**config.mk**
```make
export PLATFORM = sky130hd
export DESIGN_NAME = pipe_hazard_ctrl
export DESIGN_NICKNAME = d
export VERILOG_FILES = /design/src/rtl/pipe_hazard_ctrl.sv
export SDC_FILE = /design/constraint.sdc
export NUM_CORES = 1
export LEC_CHECK = 0
export CORE_MARGIN = 2
export CORE_UTILIZATION = 44
export DETAILED_ROUTE_END_ITERATION = 8
export HOLD_SLACK_MARGIN = 0.02
export PLACE_DENSITY = 0.9
export SYNTH_ARGS = -nofsm -noshare
export SYNTH_HDL_FRONTEND = slang
export SYNTH_SLANG_ARGS = --single-unit
```
**constraint.sdc**
```tcl
create_clock -name clock -period 2.61 [get_ports clock]
set_input_delay 0.522 -clock clock [delete_from_list [all_inputs] [get_ports clock]]
set_output_delay 0.522 -clock clock [all_outputs]
set_load 0.02 [all_outputs]
```
**src/rtl/pipe_hazard_ctrl.sv**
```systemverilog
// Stall/flush sequencer for the five-stage pipeline latches.
// Resolves mult/div freezes, taken-branch flushes and load-use stalls, and counts stall cycles.
module pipe_hazard_ctrl #(
  parameter int MD_TIMEOUT = 64,
  parameter int CNT_W      = 16
) (
  input  logic             clock,
  input  logic             reset,
  input  logic [4:0]       fd_rs,
  input  logic [4:0]       fd_rt,
  input  logic             fd_uses_rs,
  input  logic             fd_uses_rt,
  input  logic             dx_is_load,
  input  logic [4:0]       dx_rd,
  input  logic             x_is_multdiv,
  input  logic             x_branch_taken,
  input  logic             md_result_rdy,
  output logic             en_pc,
  output logic             en_fd,
  output logic             en_dx,
  output logic             en_xm,
  output logic             en_mw,
  output logic             flush_fd,
  output logic             flush_dx,
  output logic             bubble_mw,
  output logic             pc_sel_branch,
  output logic             md_start,
  output logic             md_busy,
  output logic             md_error,
  output logic [CNT_W-1:0] stall_count
);

  localparam int WAIT_W = (MD_TIMEOUT > 1) ? $clog2(MD_TIMEOUT) : 1;

  typedef enum logic [1:0] {RUN, MD_BUSY, MD_DONE} state_t;

  state_t             state, state_nxt;
  logic [WAIT_W-1:0]  wait_cnt, wait_cnt_nxt;
  logic               err_set;
  logic               md_error_q;
  logic [CNT_W-1:0]   stall_count_q;
  logic               load_use;

  function automatic logic [CNT_W-1:0] sat_inc(input logic [CNT_W-1:0] v);
    return (v == '1) ? v : v + CNT_W'(1);
  endfunction

  assign load_use = dx_is_load && (dx_rd != 5'd0) &&
                    ((fd_uses_rs && (fd_rs == dx_rd)) || (fd_uses_rt && (fd_rt == dx_rd)));

  always_comb begin
    state_nxt     = state;
    wait_cnt_nxt  = wait_cnt;
    err_set       = 1'b0;
    en_pc         = 1'b1;
    en_fd         = 1'b1;
    en_dx         = 1'b1;
    en_xm         = 1'b1;
    en_mw         = 1'b1;
    flush_fd      = 1'b0;
    flush_dx      = 1'b0;
    bubble_mw     = 1'b0;
    pc_sel_branch = 1'b0;
    md_start      = 1'b0;
    md_busy       = 1'b0;

    case (state)
      RUN: begin
        if (x_is_multdiv) begin
          md_start  = 1'b1;
          en_pc     = 1'b0;
          en_fd     = 1'b0;
          en_dx     = 1'b0;
          en_xm     = 1'b0;
          bubble_mw = 1'b1;
          state_nxt = MD_BUSY;
        end else if (x_branch_taken) begin
          // Younger insns are squashed, so a pending load-use hit no longer matters.
          pc_sel_branch = 1'b1;
          flush_fd      = 1'b1;
          flush_dx      = 1'b1;
        end else if (load_use) begin
          en_pc    = 1'b0;
          en_fd    = 1'b0;
          flush_dx = 1'b1;
        end
      end
      MD_BUSY: begin
        en_pc        = 1'b0;
        en_fd        = 1'b0;
        en_dx        = 1'b0;
        en_xm        = 1'b0;
        bubble_mw    = 1'b1;
        md_busy      = 1'b1;
        wait_cnt_nxt = wait_cnt + WAIT_W'(1);
        if (md_result_rdy) begin
          state_nxt = MD_DONE;
        end else if (wait_cnt == WAIT_W'(MD_TIMEOUT - 1)) begin
          err_set   = 1'b1;
          state_nxt = MD_DONE;
        end
      end
      MD_DONE: begin
        // Capture cycle: the mul/div is still in X, so it must not restart here.
        wait_cnt_nxt = '0;
        state_nxt    = RUN;
      end
      default: begin
        wait_cnt_nxt = '0;
        state_nxt    = RUN;
      end
    endcase

    if (reset) begin
      en_pc         = 1'b0;
      en_fd         = 1'b0;
      en_dx         = 1'b0;
      en_xm         = 1'b0;
      en_mw         = 1'b0;
      flush_fd      = 1'b0;
      flush_dx      = 1'b0;
      bubble_mw     = 1'b0;
      pc_sel_branch = 1'b0;
      md_start      = 1'b0;
      md_busy       = 1'b0;
    end
  end

  always_ff @(posedge clock or posedge reset) begin
    if (reset) begin
      state         <= RUN;
      wait_cnt      <= '0;
      md_error_q    <= 1'b0;
      stall_count_q <= '0;
    end else begin
      state    <= state_nxt;
      wait_cnt <= wait_cnt_nxt;
      if (err_set) begin
        md_error_q <= 1'b1;
      end
      if (!en_pc) begin
        stall_count_q <= sat_inc(stall_count_q);
      end
    end
  end

  assign md_error    = md_error_q;
  assign stall_count = stall_count_q;

endmodule

```
==> results.md <==
- Status: finished clean
- Die height: slightly above 60 um
- Crit share post-route: 0.971
- Total GRT Usage: 0.199
- Total power: ~1.8 mW
- Vias per cell: 5.11
- Max stage delay on crit path: roughly 0.53 ns
- Worst-path clk slew: around 0.13 ns
- Remaining global-route overflow: 0
- H-tree lvl count: 1
- DRT antenna net count: 0
- Area of the mapped netlist: 0.00141 mm^2
- Row cnt: 20
- Arr. time, crit path: roughly 2 ns
- Antenna Cells: 0
- Clock latency at the later pin of the worst-skew pair: 0.32 ns
- Area of the multi-input gates: just under 800 um^2
- 1st-pass router iterations: 6
- Layout area overhead: 55.4%
- Most Crowded Layer GR: met2
- Setup WS post-layout: approximately 0.075 ns
- Sink Count: 25
- Crit Path Max Fanout: 2
- # IOs: 51
- Crit path max-delay cell type: or4_4
- Relative slew slack: 0.658
- DRC errors left: 0
- PwrDens: between 800 and 900 mW/mm^2
- Total CTS buffers: 3
- Fin area: about 0.0022 mm^2
- Die width: about 61 um
- Routing usage on met1: 0.253
- Crit start category: input port
- Post-synth EDFFs: 0
- Yosys warning count: 0
- Reg area: 626 um^2
- WL final: 3.53 mm
- CP Data Required Time: 2.09 ns
- Starting DRT DRC Count: between 50 and 60
- IR drop worst, VDD: 0.000614 V
- CP Class: in -> out
- Area post-placement: between 0.002 and 0.0025 mm^2
- DP HPWL: around 2.4 mm
- Setup slack, reg-to-reg: approximately 0.42 ns
- Worst slack at placement: -0.573 ns
- Initial core utilization: 0.460
- Setup Skew: ~0.0055 ns
- PortBufs: 50
- Max_cap viols: 0
- Bufs on Longest Clock Path: 2
- Layout Nets: ~240
- Synth cell types: 36
- DIE AREA: approximately 0.0037 mm^2
- Seq/Total Area, Yosys: 0.445
- Commonest non-fill, non-tap cell in the layout: clkdlybuf4s50_1
- Pin count of the biggest net entering global routing: 26
- CTS tree: yes
- Type of the most critical hold path: reg -> reg
- Synthesized Nets: between 150 and 200
- Non-filler cells, final: 257
- Layout cells sized above 1: 0.202
- Tmin final: ~2.5 ns
- M3 GR Usage: 0.0426
- WL/cell: 13.7 um
- Crit. End Element: output pin
- Avg Inst Size Synth: between 9 and 10 um^2
- Ys async rst share: 1.00
- Placed insts: 245
- Leakage power: around 1 nW
- Final hold viol count: 0
- Fillers: roughly 230
- Critical path cell sequence: dlygate4sd2_1, or4_4, o21ai_2, and2b_1, a21boi_2, buf_4
- Initial antenna violation count: 0
- Number of global-route vias before repair: about 1300
- Worst-Margin Slew: a little over 0.5 ns
- CTS root buf: clkbuf_4
- Max Fclk: roughly 400 MHz
- #FFs+latches synth: 25
- Cts hold-fix bufs: 0
- Ys flop type: dfrtp_1
- Gate Count Post-Synth: 144
- First-pass GRT wire length: ~5.5 mm
- Final Wtd Congestion: 0.757
- Vias post-DR: 1314
- Final setup violation count: 0
- Core ar.: 0.00305 mm^2
- Routing usage on met2: 0.348
- Most frequent cells in the layout: 36 x clkdlybuf4s50_1, 25 x dfrtp_1, 20 x buf_4
- Pins Over Slew Limit: 0
==> synth_stat cells, types with 2 or more instances <==
master	n	area share
dfrtp_1	25	0.45
nor2_1	20	0.053
xnor2_1	14	0.087
xor2_1	14	0.087
nor3_1	9	0.032
nand2_1	8	0.021
inv_1	6	0.016
nand3_1	6	0.021
nand4_1	6	0.027
buf_4	3	0.016
nor4_1	3	0.013
a21oi_1	2	0.0071
and3_1	2	0.0089
ha_1	2	0.018
mux2i_1	2	0.014
or3_1	2	0.0089
==> metrics by stage <==
stage	setup TNS [ns]	hold WS (ns)	util
floorplan	0	0.445	-
global placement	-1.60	0.438	0.661
detailed placement	-1.65	0.447	0.661
CTS	0	0.475	0.695
global route	-0.00694	0.520	0.715
finish	0	0.470	0.715
==> repair_timing <==
action | in CTS | in global routing
setup buffers | 7 | 1
pin swaps | 4 | 4
endpoints found under the setup margin | 5 | 25
cloned | 1 | 0
gates resized for setup | 23 | 16
==> flip-flops by register name (all words and copies together) (netlist names) <==
register     flops
md_error         1
stall_count     16
state            2
wait_cnt         6
==> report_power, final <==
part	leakage (nW)	switching (mW)	internal (mW)	total, mW
Clock	0.0150	0.113	0.0598	0.173
Sequential	0.300	0.181	0.529	0.710
Combinational	0.701	0.433	0.441	0.874
Total	1.02	0.727	1.03	1.76
==> final cells by class <==
class	count	share of cell area
clock buffers	4	0.0120
inverters	6	0.0120
multi-input cells	108	0.360
flip-flops and latches	25	0.287
well taps	44	0.0252
repair buffers	70	0.304
==> worst paths after layout <==
kind	start	to	depth (start not counted)
min	md_error$_DFFE_PP0P_	md_error$_DFFE_PP0P_	1
max	dx_rd[4]	en_fd	6
min in group asynchronous	reset	stall_count[13]$_DFFE_PP0P_	3
min reg2reg	md_error$_DFFE_PP0P_	md_error$_DFFE_PP0P_	1
max reg2reg	stall_count[0]$_DFFE_PP0P_	stall_count[1]$_DFFE_PP0P_	7
max in group asynchronous	reset	stall_count[3]$_DFFE_PP0P_	3
==> cells by family after synthesis <==
group | Yosys count | share of synthesized area
simple gates | 64 | 0.237
xor+xnor | 29 | 0.186
flops | 25 | 0.445
buf+inv | 12 | 0.0463
compound gates | 9 | 0.0454
mux | 3 | 0.0223
fa+ha+maj | 2 | 0.0178
==> critical path: cells and delay by family <==
kind | cells | cell delay, ns
simple gates | 2 | 0.75
buf+inv | 2 | 0.41
compound gates | 2 | 0.32
==> per-layer routing <==
metal,vias up,share of wire
met5,-,0
met1,630,0.40
li1,627,-
met4,0,0.014
met3,6,0.066
met2,51,0.52
Power figures use the tool's default switching activity.
